File: config.mk
export PLATFORM = sky130hd
export DESIGN_NAME = uart_tx_engine
export DESIGN_NICKNAME = d
export VERILOG_FILES = /design/src/rtl/uart_tx_engine.sv
export SDC_FILE = /design/constraint.sdc
export NUM_CORES = 1
export LEC_CHECK = 0
export ABC_CLOCK_PERIOD_IN_PS = 3000
export BUFFER_PORTS_ARGS = -buffer_cell sky130_fd_sc_hd__buf_4
export CAP_MARGIN = 20
export CORE_AREA = 5 5 77 108
export CTS_CLUSTER_DIAMETER = 60
export CTS_CLUSTER_SIZE = 28
export DETAILED_ROUTE_END_ITERATION = 10
export DIE_AREA = 0 0 82 113
export HOLD_SLACK_MARGIN = 0.1
export PLACE_DENSITY = 0.77
export SKIP_LAST_GASP = 1
export SYNTH_ARGS = -nofsm -noshare
export SYNTH_HDL_FRONTEND = slang
export SYNTH_SLANG_ARGS = --single-unit
File: constraint.sdc
create_clock -name clk -period 3 [get_ports clk]
set_input_delay 0.3 -clock clk [delete_from_list [all_inputs] [get_ports clk]]
set_output_delay 0.3 -clock clk [all_outputs]
set_load 0.02 [all_outputs]
File: src/rtl/uart_tx_engine.sv
// uart_tx_engine: 8N1 UART transmitter with write FIFO,
// baud divider and serializer FSM.
module uart_tx_engine #(
  parameter int CLKS_PER_BIT = 217,
  parameter int FIFO_DEPTH   = 8
) (
  input  logic                          clk,
  input  logic                          rst_n,
  input  logic                          tx_wen,
  input  logic [7:0]                    uart_din,
  output logic                          tx_full,
  output logic                          tx_empty,
  output logic                          tx_busy,
  output logic [$clog2(FIFO_DEPTH):0]   tx_count,
  output logic                          tx_overflow,
  output logic                          tx
);
  localparam int AW = $clog2(FIFO_DEPTH);
  localparam int CW = AW + 1;
  localparam int BW = $clog2(CLKS_PER_BIT);

  typedef enum logic [1:0] {
    IDLE,
    START,
    DATA,
    STOP
  } state_e;

  state_e          state_q, state_d;
  logic [BW-1:0]   baud_q, baud_d;
  logic [2:0]      bit_q, bit_d;
  logic [7:0]      shift_q, shift_d;
  logic            tx_q, tx_d;
  logic [AW-1:0]   wr_q, wr_d;
  logic [AW-1:0]   rd_q, rd_d;
  logic [CW-1:0]   cnt_q, cnt_d;
  logic            full_q, full_d;
  logic            empty_q, empty_d;
  logic            ovf_q, ovf_d;
  logic [7:0]      mem_q [FIFO_DEPTH];
  logic            push, pop, baud_end;

  assign push     = tx_wen && !full_q;
  assign pop      = (state_q == IDLE) && !empty_q;
  assign baud_end = (baud_q == BW'(CLKS_PER_BIT - 1));

  // FIFO pointers, occupancy, flags and sticky overflow
  always_comb begin
    wr_d  = push ? wr_q + AW'(1) : wr_q;
    rd_d  = pop ? rd_q + AW'(1) : rd_q;
    cnt_d = cnt_q;
    unique case ({push, pop})
      2'b10:   cnt_d = cnt_q + CW'(1);
      2'b01:   cnt_d = cnt_q - CW'(1);
      default: cnt_d = cnt_q;
    endcase
    full_d  = (cnt_d == CW'(FIFO_DEPTH));
    empty_d = (cnt_d == '0);
    ovf_d   = ovf_q | (tx_wen & full_q);
  end

  // Serializer next state: start, 8 data bits LSB first, stop
  always_comb begin
    state_d = state_q;
    baud_d  = baud_q;
    bit_d   = bit_q;
    shift_d = shift_q;
    tx_d    = tx_q;
    unique case (state_q)
      IDLE: begin
        tx_d   = 1'b1;
        baud_d = '0;
        bit_d  = '0;
        if (!empty_q) begin
          shift_d = mem_q[rd_q];
          tx_d    = 1'b0;
          state_d = START;
        end
      end
      START: begin
        baud_d = baud_q + BW'(1);
        if (baud_end) begin
          baud_d  = '0;
          bit_d   = '0;
          tx_d    = shift_q[0];
          shift_d = shift_q >> 1;
          state_d = DATA;
        end
      end
      DATA: begin
        baud_d = baud_q + BW'(1);
        if (baud_end) begin
          baud_d = '0;
          if (bit_q == 3'd7) begin
            tx_d    = 1'b1;
            state_d = STOP;
          end else begin
            bit_d   = bit_q + 3'd1;
            tx_d    = shift_q[0];
            shift_d = shift_q >> 1;
          end
        end
      end
      STOP: begin
        baud_d = baud_q + BW'(1);
        if (baud_end) begin
          baud_d  = '0;
          state_d = IDLE;
        end
      end
      default: state_d = IDLE;
    endcase
  end

  // Control state registers with synchronous reset
  always_ff @(posedge clk) begin
    if (!rst_n) begin
      state_q <= IDLE;
      baud_q  <= '0;
      bit_q   <= '0;
      shift_q <= '0;
      tx_q    <= 1'b1;
      wr_q    <= '0;
      rd_q    <= '0;
      cnt_q   <= '0;
      full_q  <= 1'b0;
      empty_q <= 1'b1;
      ovf_q   <= 1'b0;
    end else begin
      state_q <= state_d;
      baud_q  <= baud_d;
      bit_q   <= bit_d;
      shift_q <= shift_d;
      tx_q    <= tx_d;
      wr_q    <= wr_d;
      rd_q    <= rd_d;
      cnt_q   <= cnt_d;
      full_q  <= full_d;
      empty_q <= empty_d;
      ovf_q   <= ovf_d;
    end
  end

  // FIFO storage; contents are don't-care until written
  always_ff @(posedge clk) begin
    if (push) mem_q[wr_q] <= uart_din;
  end

  assign tx          = tx_q;
  assign tx_busy     = (state_q != IDLE);
  assign tx_full     = full_q;
  assign tx_empty    = empty_q;
  assign tx_count    = cnt_q;
  assign tx_overflow = ovf_q;
endmodule

== Yosys cells after proc, flatten, opt, wreduce, memory -nomap -nowiden ==
Memories as Yosys holds them, arrays and structs flattened. A register that Yosys moved wholly into a read port is not among the register bits.
Cells that the tools add are included.
Storage, ports and cells
  memories: 1
  output and inout port bits: 9
  input port bits: 11
  register bits: 35
  logic and storage cells: 74
  memory bits (writable): 64
Cells by class
  eq/ne operators: 14
  muxes and demuxes: 27
  reduce and logical (&&, ||, !) cells: 13
  $add $sub $neg: 6
  bitwise operators: 2
Memory list
  mem_q: depth 8, bits a word 8, read ports 1, clocked after Yosys merged registers in 1, wr ports 1, line 40  | logic [7:0] mem_q [FIFO_DEPTH];
Operators by type and width (number)
  two-way mux 8 bit: 5
  one-hot mux 8 bit (3 select lines): 1
  one-hot mux 8 bit (2 select lines): 1
  two-way mux 3 bit: 5
  inequality test 2 bit, second input constant: 6
  two-way mux 2 bit: 5
  AND reduction 5 bit: 2
  adder 3 x 1 -> 3 bit, second input constant: 3
  one-hot mux 3 bit (3 select lines): 1
  adder 8 x 1 -> 8 bit, second input constant: 1
  == test 8 bit, second input constant: 1
  one-hot mux 2 bit (4 select lines): 1
  one-hot mux 4 bit (2 select lines): 1
  == test 2 bit, second input constant: 3
  two-way mux 1 bit: 6
  adder 4 x 1 -> 4 bit, second input constant: 1
  == test 2 x 1 -> 1 bit, second input constant: 2
  == test 4 bit, second input constant: 1
  logical NOT 4 bit: 1
  AND reduction 4 bit: 1
  subtractor 4 x 1 -> 4 bit, second input constant: 1
  == test 3 bit, second input constant: 1
  one-hot mux 1 bit (3 select lines): 1
  AND reduction 3 bit: 1
  8 further kinds: 10

== Longest topological paths before layout ==
Gate-level depths: netlist of the first run.
  depth in word-level cells: 5
  depth in mapped cells: 12
  depth with buffers taken out: 12

== Least setup slack after synthesis of the first run ==
OpenSTA, ideal clock, no wires.
  path type: flip-flop to flip-flop
  start point: reg state_q[0]
  end point: reg full_q, in the netlist tx_full
  data required time: 2.940 ns
  library setup time: 0.060 ns
  buffers on the path: 0
  slack: 0.736 ns
  arrival: 2.205 ns
  clock period less this slack: 2.264 ns
  cell stages (with the launch flop): 11
  cell sequence: dfxtp_1 > inv_1 > ha_1 > nand2b_1 > inv_2 > ha_1 > and4b_1 > o21ai_0 > a221oi_2 > mux2i_1 > and3_1
On the way
  cells in the longest elaborated chain, start to end: 5
  elaborated cells between the ends (all ways): 6
  those cells by class: eq/ne: 3; mux: 1; reduce/logical: 2
Ends and longest elaborated chain
  start: declaration: line 29  | state_e state_q, state_d;
  start signal: assignment: line 130  | state_q <= state_d;
  logical NOT 2 bit *: line 44  | assign pop = (state_q == IDLE) && !empty_q;
  logical AND 1 bit *: line 44
  == test 2 x 1 -> 1 bit / == test 2 bit (equally long branches): line 52  | unique case ({push, pop})
  one-hot mux 4 bit (2 select lines) *: line 52
  == test 4 bit *: line 57  | full_d = (cnt_d == CW'(FIFO_DEPTH));
  end signal: assignment: line 138  | full_q <= full_d;
  end: declaration: line 37  | logic full_q, full_d;
Every way passes the cells marked *; elsewhere a longest branch is shown, timed or not.
A chain may end at the register's enable or synchronous reset.

== Worst setup path in the final report of the first run ==
Same ends and word-level chain as after synthesis.

==> results.json, run 1 <==
{
  "drt_iter0_markers": 151,
  "grt_max_degree": 22,
  "io_buffer_count": 19,
  "dieHeight_um": 113,
  "cp.required_ps": 3320,
  "ys_types": 44,
  "crit_cells": 10,
  "fmax_mhz": 396,
  "ios": 20,
  "num_rows": 37,
  "clock_latency_ps": 360,
  "muxShareOfSynthArea_pct": 9.47,
  "detail_route.vias_per_cell": 5.60,
  "synth_top_family_by_area": "simple AND/OR/NAND/NOR gates",
  "drive_above_1_share_pct": 19.8,
  "fin_crit_ps": 2530,
  "yosys.area_share.simple_pct": 10.8,
  "seq_area_frac_synth_pct": 63.4,
  "synthXorXnorAreaFrac_pct": 2.49,
  "max_slew_margin_pct": 32.6,
  "drc_errors": 0,
  "syn_to_final_growth_pct": 11.4,
  "clock_path_buffers": 2,
  "die_w_um": 82,
  "syn-num-nets": 334,
  "ys_seq_elements": 102,
  "cpLargestDelayFamily": "simple AND/OR/NAND/NOR gates",
  "power.total_mw": 3.82,
  "outcome": "finished, final reports clean",
  "coreArea_mm2": 0.00722,
  "hold_buffers": 0,
  "final_cell_mix": "64 x edfxtp_1, 38 x dfxtp_1, 30 x buf_4",
  "cts_htree_levels": 3,
  "hpwlAfterDp_um": 5010,
  "p_leak_nw": 1.62,
  "final_common_cell": "edfxtp_1",
  "crit_type": "reg -> reg",
  "cp_max_fo": 7,
  "drt_pre_antenna_iters": 4,
  "antenna_found_initial": 0,
  "wire_per_inst_um": 16.8,
  "synthTopCellsByArea": "edfxtp_1 45%, dfxtp_1 18%, mux4_2 8.5%, ha_1 4.1%, nor2_1 2.2%",
  "wl_um": 7390,
  "tightestPinTransition_ps": 1000,
  "power_density_mw_per_mm2": 811,
  "cts_setup_buffers": 0,
  "grtUsageTotal_pct": 17.6,
  "synth_compound_area_share_pct": 7.46,
  "r2r-end": "tx_full$_SDFF_PN0_",
  "grt_pass1_wl_um": 12200,
  "stdcell_count": 440,
  "grt_pass1_vias": 2522,
  "synth.avg_cell_area_um2": 13.7,
  "clock-sinks": 102,
  "rsz0062_at_grt": "no",
  "synth_cells": 309,
  "grt_overflow_total": 0,
  "endpoint_kind": "flip-flop",
  "report.final.slew_viol_count": 0,
  "final.setup.tns_ps": 0,
  "worstHoldPathType": "in -> reg",
  "endpoint": "tx_full$_SDFF_PN0_",
  "vias": 2465,
  "clock_skew_ps": 17.9,
  "placedCellCount": 424,
  "nets": 363,
  "synth-warning-count": 0,
  "slowest_stage": "dfxtp_1",
  "hold_ws_ps": 163,
  "synth-edff-count": 64,
  "root_buffer": "clkbuf_8",
  "ir_drop_mv": 0.547,
  "n_antenna_cell": 0,
  "path_cells": "inv_1 -> ha_1 -> nand2b_1 -> inv_2 -> ha_1 -> and4b_1 -> o21ai_0 -> a221oi_2 -> mux2i_1 -> and3_1",
  "cts-buffers-inserted": 9,
  "worst_path_most_repeated_cell": "ha_1",
  "cp.buffers_inverters": 2,
  "synth_top_area_share_pct": 45.4,
  "synth_fa_ha_area_share_pct": 4.14,
  "synth_flop_cell": "edfxtp_1",
  "rrSetupSlack_ps": 470,
  "cp.arrival_ps": 2850,
  "cts_tree": "yes",
  "yosysTopAreaCell": "edfxtp_1",
  "period_share_pct": 84.2,
  "max_stage_delay_ps": 430,
  "drv_cap": 0,
  "synthArstFlopShare_pct": 0,
  "worstReg2RegStart": "state_q[0]$_SDFFE_PN0P_",
  "finalHoldViolCount": 0,
  "gp_congestion": 0.798,
  "startpoint_type": "flip-flop",
  "clk_pin_slew_ps": 110,
  "syn-cell-area_mm2": 0.00423,
  "startpoint": "state_q[0]$_SDFFE_PN0P_",
  "reg2reg_depth": 10,
  "setup_viol_count_final": 0,
  "cts_resized": 0,
  "ant_nets": 0,
  "initial_core_util_pct": 58.6,
  "die_area_mm2": 0.00927
}
-- routing by layer --
metal / wire length (µm) / vias to the layer above / track usage, %
met5: 0 / - / 0
met4: 90 / 0 / 4.99
met3: 206 / 10 / 4.22
met2: 4000 / 27 / 30.4
met1: 3100 / 1212 / 21.6
li1: - / 1216 / -
-- worst reg2reg max path: stages (launching register included) --
cell and delay [ps]:
dfxtp_1 430, inv_1 110, ha_1 250, nand2b_1 180
inv_2 100, ha_1 240, and4b_1 270, o21ai_0 110
a221oi_2 380, mux2i_1 240, and3_1 170
-- stage by stage --
step | util [%] | setup WS, ps | instance area (µm²)
2_1_floorplan | - | 736 | 4230
3_3_place_gp | 62.6 | 599 | 4520
3_5_place_dp | 62.6 | 501 | 4520
4_1_cts | 65.2 | 469 | 4710
5_1_grt | 65.2 | 247 | 4710
6_report | 65.2 | 473 | 4710
-- cells in the mapped netlist, types with 7 or more instances --
| master | count |
|---|---|
| a21oi_1 | 9 |
| inv_1 | 8 |
| xnor2_1 | 7 |
| dfxtp_1 | 38 |
| nor3_1 | 7 |
| clkbuf_1 | 7 |
| nand3_1 | 12 |
| nand2b_1 | 7 |
| nand2_1 | 16 |
| ha_1 | 14 |
| o31ai_1 | 7 |
| nor2b_1 | 9 |
| a211oi_1 | 9 |
| nor2_1 | 25 |
| edfxtp_1 | 64 |
| mux4_2 | 16 |
| o21ai_0 | 12 |
-- cell families after synthesis --
kind of cell               Yosys count
DFF                                102
and+or+nand+nor                     90
AOI/OAI and AO/OA                   48
buffers and inverters               23
muxes                               20
adders and majority gates           14
xor gates and xnor gates            12
-- report_power, final --
| part | internal (mW) | switching [mW] |
|---|---|---|
| clock network | 0.324 | 0.506 |
| logic | 0.509 | 0.684 |
| registers | 1.66 | 0.141 |
-- cell type report --
type | instances | area (µm²)
Clock buffer | 9 | 124
Clock inverter | 7 | 65.1
Fill cell | 546 | 2510
Inverter | 11 | 41.3
Multi-Input combinational cell | 184 | 1450
Sequential cell | 102 | 2680
Tap cell | 97 | 121
Timing Repair Buffer | 30 | 225
-- worst min-delay path by stage --
stage | startpoint | endpoint | slack [ps] | depth (start not counted)
5_1_grt | uart_din[4] | mem_q[6][4]$_DFFE_PP_ | 140 | 1
3_3_place_gp | baud_q[0]$_SDFF_PP0_ | baud_q[0]$_SDFF_PP0_ | 450 | 1
6_report | uart_din[1] | mem_q[0][1]$_DFFE_PP_ | 160 | 1
3_5_place_dp | shift_q[2]$_SDFFE_PN0P_ | shift_q[2]$_SDFFE_PN0P_ | 460 | 2
4_1_cts | uart_din[1] | mem_q[0][1]$_DFFE_PP_ | 150 | 1
2_1_floorplan | uart_din[0] | mem_q[0][0]$_DFFE_PP_ | 400 | 0
-- flip-flops by register name, summed over array words and instances, names as in the netlist, named ones only --
register,cells
baud_q,8
bit_q,3
mem_q,64
rd_q,3
shift_q,8
state_q,2
tx,1
tx_count,4
tx_empty,1
tx_full,1
tx_overflow,1
wr_q,3
Power figures use the tool's default switching activity.
==> inputs of run 2 (changes only) <==
ABC_AREA = 1   (was not set)
ABC_CLOCK_PERIOD_IN_PS = 2050   (was 3000)
CORE_AREA = 5 5 82 114   (was 5 5 77 108)
DIE_AREA = 0 0 87 119   (was 0 0 82 113)
PLACE_DENSITY = 0.73   (was 0.77)
clock period = 2.05 ns   (was 3 ns; I/O delays follow)
==> run 2 against run 1 <==
Worst setup slack got worse by 360 ps. Clock power rose by 83%. Area after synthesis rose by 2.6%. Sequential cell count did not move. Count of clock-buffer cells in the layout rose by 5. Critical path depth rose by 5. Non-clock buffer count rose by 12. First-iteration DRC count rose by 62%. Via count rose by 31%. Die area rose by 12%. Largest power group is now combinational cells. Power rose by 83%. Cell area rose by 7.1%.
==> results.json, run 2 <==
{
  "outcome": "finished, final reports clean",
  "finalHoldViolCount": 0,
  "reg2reg_depth": 15,
  "n_antenna_cell": 0,
  "syn-cell-area_mm2": 0.00434,
  "ir_drop_mv": 1.10,
  "synth_flop_cell": "edfxtp_1",
  "clock-sinks": 102,
  "use_met2_pct": 33.4,
  "root_buffer": "clkbuf_16",
  "io_buffer_count": 19,
  "clock_path_buffers": 2,
  "max_slew_margin_pct": 64.8,
  "yosysMostFrequentCell": "nor2_1",
  "hpwlAfterDp_um": 6140,
  "ant_nets": 0,
  "worstReg2RegStart": "state_q[0]$_SDFFE_PN0P_",
  "synth-warning-count": 0,
  "initial_core_util_pct": 53.2,
  "hold_ws_ps": 107,
  "cp.arrival_ps": 2170,
  "grtUsageMet3_pct": 2.42,
  "seq_power_share_pct": 39.1,
  "clkPwrFrac_pct": 21.7,
  "netlist_top_cells_count": "71 x nor2_1, 64 x edfxtp_1, 64 x nand2_1",
  "hold_start": "uart_din[0]",
  "yosysTopAreaCell": "edfxtp_1",
  "internal_power_mw": 4.37,
  "coreArea_mm2": 0.00815,
  "grt_use_met1_pct": 21.4,
  "clock_skew_ps": 4.43,
  "wl_um": 9150,
  "period_share_pct": 94.5,
  "min_path_cells": 1,
  "ios": 20,
  "crit_type": "reg -> reg",
  "synthTopCellsByArea": "edfxtp_1 44%, dfxtp_1 18%, nor2_1 6.1%, nand2_1 5.5%, o21ai_0 4.7%",
  "die_w_um": 87,
  "detail_route.vias_per_cell": 5.52,
  "clock_latency_ps": 340,
  "syn_to_final_growth_pct": 16.3,
  "grt_pass1_vias": 3202,
  "drt_pre_antenna_iters": 4,
  "fmax_mhz": 516,
  "cts_tree": "yes",
  "num_rows": 39,
  "wire_per_inst_um": 15.7,
  "seq_area_frac_synth_pct": 61.8,
  "p_comb_share_pct": 39.2,
  "final.setup.tns_ps": 0,
  "grt_overflow_total": 0,
  "ys_types": 34,
  "endpoint_kind": "flip-flop",
  "grtUsageTotal_pct": 18.7,
  "syn-num-nets": 461,
  "nets": 501,
  "max_stage_delay_ps": 370,
  "worst_slack_ps": 113,
  "drc_errors": 0,
  "drv_cap": 0,
  "rrSetupSlack_ps": 110,
  "ys_seq_elements": 102,
  "die_area_mm2": 0.0104,
  "cts-buffers-inserted": 9,
  "antenna_found_initial": 0,
  "synth.avg_cell_area_um2": 9.95,
  "synth_cells": 436,
  "dieHeight_um": 119,
  "slowest_stage": "dfxtp_4",
  "drive_above_1_share_pct": 15.2,
  "report.final.slew_viol_count": 0,
  "cp_max_fo": 5,
  "switchingPower_mw": 2.63,
  "fill_cells": 665,
  "gp_congestion": 0.782,
  "clk_pin_slew_ps": 60,
  "worstHoldPathType": "in -> reg",
  "grt-busiest-layer": "met2",
  "grt_pass1_wl_um": 14900,
  "power.total_mw": 7.00,
  "r2r-end": "tx_empty$_SDFF_PN1_",
  "setup_viol_count_final": 0,
  "largest_register_ffs": 64,
  "dp_slack_ps": -49.4,
  "top_regs": "mem_q x64, baud_q x8, shift_q x8",
  "final_common_cell": "nor2_1",
  "cts_htree_levels": 3,
  "power_density_mw_per_mm2": 1390,
  "final_cell_mix": "71 x nor2_1, 64 x edfxtp_1, 62 x nand2_1",
  "synth_top_area_share_pct": 44.3,
  "placed_area_mm2": 0.00468,
  "path_cells": "inv_4 -> ha_4 -> inv_2 -> nor2_4 -> nand3_2 -> nand2_2 -> inv_1 -> ha_1 -> a21oi_2 -> nand3b_1 -> nand3_2 -> nand3_1 -> nand2_1 -> inv_1 -> a21oi_1",
  "hold_end": "mem_q[4][0]$_DFFE_PP_",
  "vias": 3219,
  "regMostFlops": "mem_q",
  "cp.required_ps": 2280,
  "synthArstFlopShare_pct": 0,
  "drt_iter0_markers": 245,
  "startpoint_type": "flip-flop",
  "swShare_pct": 37.5,
  "p_leak_nw": 1.99,
  "fin_area_mm2": 0.00504,
  "synth-edff-count": 64,
  "tightestPinTransition_ps": 527,
  "fin_crit_ps": 1940,
  "grt_max_degree": 33
}
==> run 2: cell types whose count changed in the layout (fill, tap and decap cells not counted), sizes merged, moves of 7 or more <==
cell	before	now
a211oi	9	0
a21oi	9	29
buf	30	37
inv	13	39
mux4	16	0
nand2	16	66
nand2b	7	0
nand3	13	23
nor2	25	75
nor2b	9	0
o21ai	13	42
o22ai	2	14
o31ai	7	0
==> run 2: how the worst max path moves through the flow <==
stage / start / to / slack, ps / cells after the start
2_1_floorplan: state_q[0]$_SDFFE_PN0P_ / tx_empty$_SDFF_PN1_ / 50 / 16
3_3_place_gp: state_q[0]$_SDFFE_PN0P_ / tx_empty$_SDFF_PN1_ / 60 / 16
3_5_place_dp: state_q[0]$_SDFFE_PN0P_ / tx_empty$_SDFF_PN1_ / -50 / 16
4_1_cts: state_q[1]$_SDFFE_PN0P_ / tx_empty$_SDFF_PN1_ / 20 / 15
5_1_grt: state_q[0]$_SDFFE_PN0P_ / tx_empty$_SDFF_PN1_ / -20 / 15
6_report: state_q[0]$_SDFFE_PN0P_ / tx_empty$_SDFF_PN1_ / 110 / 15
==> run 2: repair_timing <==
item	CTS	global route
endpoints found under the hold margin	40	0
endpoints found under the setup margin	1	3
hold buffers	5	0
resized for setup	2	14
pin swaps	0	2
setup buffers	0	1
==> run 2: metrics by stage <==
step	utilization (%)	std cells
floorplan	-	436
global placement	57.4	561
detailed placement	57.4	561
CTS	61.3	582
global route	61.9	583
finish	61.9	583
==> run 2: cell families (layout without fill, tap and decap cells) <==
| group | after synthesis | in the layout | share of synthesized area (%) |
|---|---|---|---|
| AO/OA/AOI/OAI | 91 | 91 | 11.5 |
| XOR/XNOR | 4 | 4 | 0.808 |
| adder cells (fa/ha/maj) | 14 | 14 | 4.04 |
| buffers and inverters | 52 | 97 | 4.70 |
| flip-flops | 102 | 102 | 61.8 |
| AND/OR/NAND/NOR | 173 | 173 | 17.1 |
==> run 2: final cells by class <==
type | instances | area [µm²] | area share, %
clock buffers | 14 | 254 | 5.03
clock inverters | 2 | 8.76 | 0.174
inverters | 39 | 151 | 3.00
multi-input cells | 282 | 1490 | 29.5
flip-flops and latches | 102 | 2690 | 53.3
well taps | 102 | 128 | 2.53
repair buffers | 42 | 328 | 6.50
==> run 2: worst max-delay path: cells and delay by family, from the launching register on <==
kind	cells	cell delay, ps
and+or+nand+nor	7	740
DFF	1	370
adders and majority gates	2	330
buffers and inverters	4	240
AOI/OAI and AO/OA	2	160
==> run 2: power groups by stage <==
stage,combinational [mW],sequential (mW),clock (mW)
2_1_floorplan,1.81,2.80,0
3_3_place_gp,2.53,2.74,0
3_5_place_dp,2.63,2.76,0
4_1_cts,2.65,2.72,1.56
5_1_grt,3.11,2.78,1.63
6_report,2.75,2.74,1.52
==> run 2: metal layers <==
layer / vias to the layer above / wire length, µm
met5: - / 0
met4: 0 / 228
met3: 16 / 355
met2: 81 / 4960
met1: 1552 / 3610
li1: 1570 / -
==> inputs of run 3 (changes only) <==
RECOVER_POWER = 100   (was not set)
==> run 3 against run 2 <==
Fmax is 0.18% higher. Die area did not move. Via count up 0.19%. Sequential power about the same. Non-clock buffer count is the same. Worst setup slack improved by 3.4 ps. Sequential share of layout area rose by 0.68 points. Sequential cell count did not move. Register-to-register slack hardly changed. Largest cell class unchanged.
==> results.json, run 3 (synthesized netlist as in run 2, its figures left out) <==
{
  "period_share_pct": 94.3,
  "gp_congestion": 0.782,
  "cp.arrival_ps": 2160,
  "fin_area_mm2": 0.00498,
  "postLayoutCoreUtil_pct": 61.1,
  "outcome": "finished, final reports clean",
  "clock_skew_ps": 4.59,
  "ir_drop_mv": 1.10,
  "io_buffer_count": 19,
  "worstHoldPathType": "in -> reg",
  "detail_route.vias_per_cell": 5.53,
  "syn_to_final_growth_pct": 14.8,
  "drt_pre_antenna_iters": 5,
  "cts_htree_levels": 3,
  "hold_ws_ps": 119,
  "finalHoldViolCount": 0,
  "drt_iter0_markers": 252,
  "vias": 3225,
  "cp.required_ps": 2280,
  "fin_crit_ps": 1930,
  "drive_above_1_share_pct": 11.6,
  "grt_pass1_vias": 3202,
  "dp_slack_ps": -49.4,
  "startpoint_type": "flip-flop",
  "die_area_mm2": 0.0104,
  "dieHeight_um": 119,
  "die_w_um": 87,
  "max_slew_margin_pct": 65.5,
  "ant_nets": 0,
  "antenna_found_initial": 0,
  "stdcell_count": 583,
  "crit_type": "reg -> reg",
  "final_common_cell": "nor2_1",
  "worst_slack_ps": 117,
  "num_rows": 39,
  "grt_pass1_wl_um": 14900,
  "cts-buffers-inserted": 9,
  "cts_tree": "yes",
  "grt_max_degree": 33,
  "largest_register_ffs": 64,
  "clock-sinks": 102,
  "grtUsageTotal_pct": 18.7,
  "final_cell_mix": "71 x nor2_1, 64 x edfxtp_1, 62 x nand2_1",
  "nets": 501,
  "n_antenna_cell": 0,
  "top_regs": "mem_q x64, baud_q x8, shift_q x8",
  "cp_max_fo": 5,
  "drv_cap": 0,
  "regMostFlops": "mem_q",
  "tightestPinTransition_ps": 516,
  "clock_path_buffers": 2,
  "setup_viol_count_final": 0,
  "placed_area_mm2": 0.00468,
  "clock_latency_ps": 340,
  "wire_per_inst_um": 15.7,
  "power.total_mw": 6.94,
  "fmax_mhz": 517,
  "p_leak_nw": 1.93,
  "placedCellCount": 561,
  "power_density_mw_per_mm2": 1390,
  "endpoint_kind": "flip-flop",
  "report.final.slew_viol_count": 0,
  "clk_pin_slew_ps": 60,
  "wl_um": 9180,
  "drc_errors": 0,
  "coreArea_mm2": 0.00815,
  "final.setup.tns_ps": 0,
  "hpwlAfterDp_um": 6140,
  "ios": 20,
  "grt_overflow_total": 0,
  "initial_core_util_pct": 53.2,
  "root_buffer": "clkbuf_16"
}
==> run 3: cell count changes in the layout (fill, tap and decap cells not counted), sizes merged <==
cell	previous run	this run
buf	37	20
clkbuf	14	31
==> run 3: what timing repair did <==
item / 4_1_cts / 5_1_grt
hold endpoints to repair: 40 / 0
gates resized for setup: 2 / 14
hold buffers: 5 / 0
setup buffers: 0 / 1
endpoints found under the setup margin: 1 / 3
pin swaps: 0 / 2
==> run 3: where the power goes <==
part           switching [mW]  internal (mW)  leakage [nW]
combinational            1.75          0.934         0.906
clock                   0.667          0.852         0.128
sequential              0.212           2.52         0.893
==> run 3: final cells by class <==
class,instances,area [µm²]
clock inverter,2,8.76
multi-input combinational,282,1490
fill,680,3170
inverter,39,151
tap,102,128
sequential,102,2690
timing repair buffer,42,264
clock buffer,14,254
==> run 3: routing by layer <==
layer	track usage [%]	wire length, µm
met5	0	0
met4	9.06	263
met3	2.42	388
met2	33.4	4890
met1	21.4	3640
==> run 3: final timing paths <==
kind	cells past startpoint	end	slack (ps)	from
max	15	tx_empty$_SDFF_PN1_	120	state_q[0]$_SDFFE_PN0P_
min	3	tx_overflow$_SDFF_PN0_	120	tx_wen
max reg2reg	15	tx_empty$_SDFF_PN1_	120	state_q[0]$_SDFFE_PN0P_
min reg2reg	2	shift_q[2]$_SDFFE_PN0P_	470	shift_q[2]$_SDFFE_PN0P_
==> run 3: critical path, stage by stage (launching register included) <==
cell	delay, ps
dfxtp_4	370
inv_4	80
ha_4	140
inv_2	60
nor2_4	150
nand3_2	110
nand2_2	100
inv_1	50
ha_1	190
a21oi_2	130
nand3b_1	140
nand3_2	90
nand3_1	90
nand2_1	50
inv_1	50
a21oi_1	30
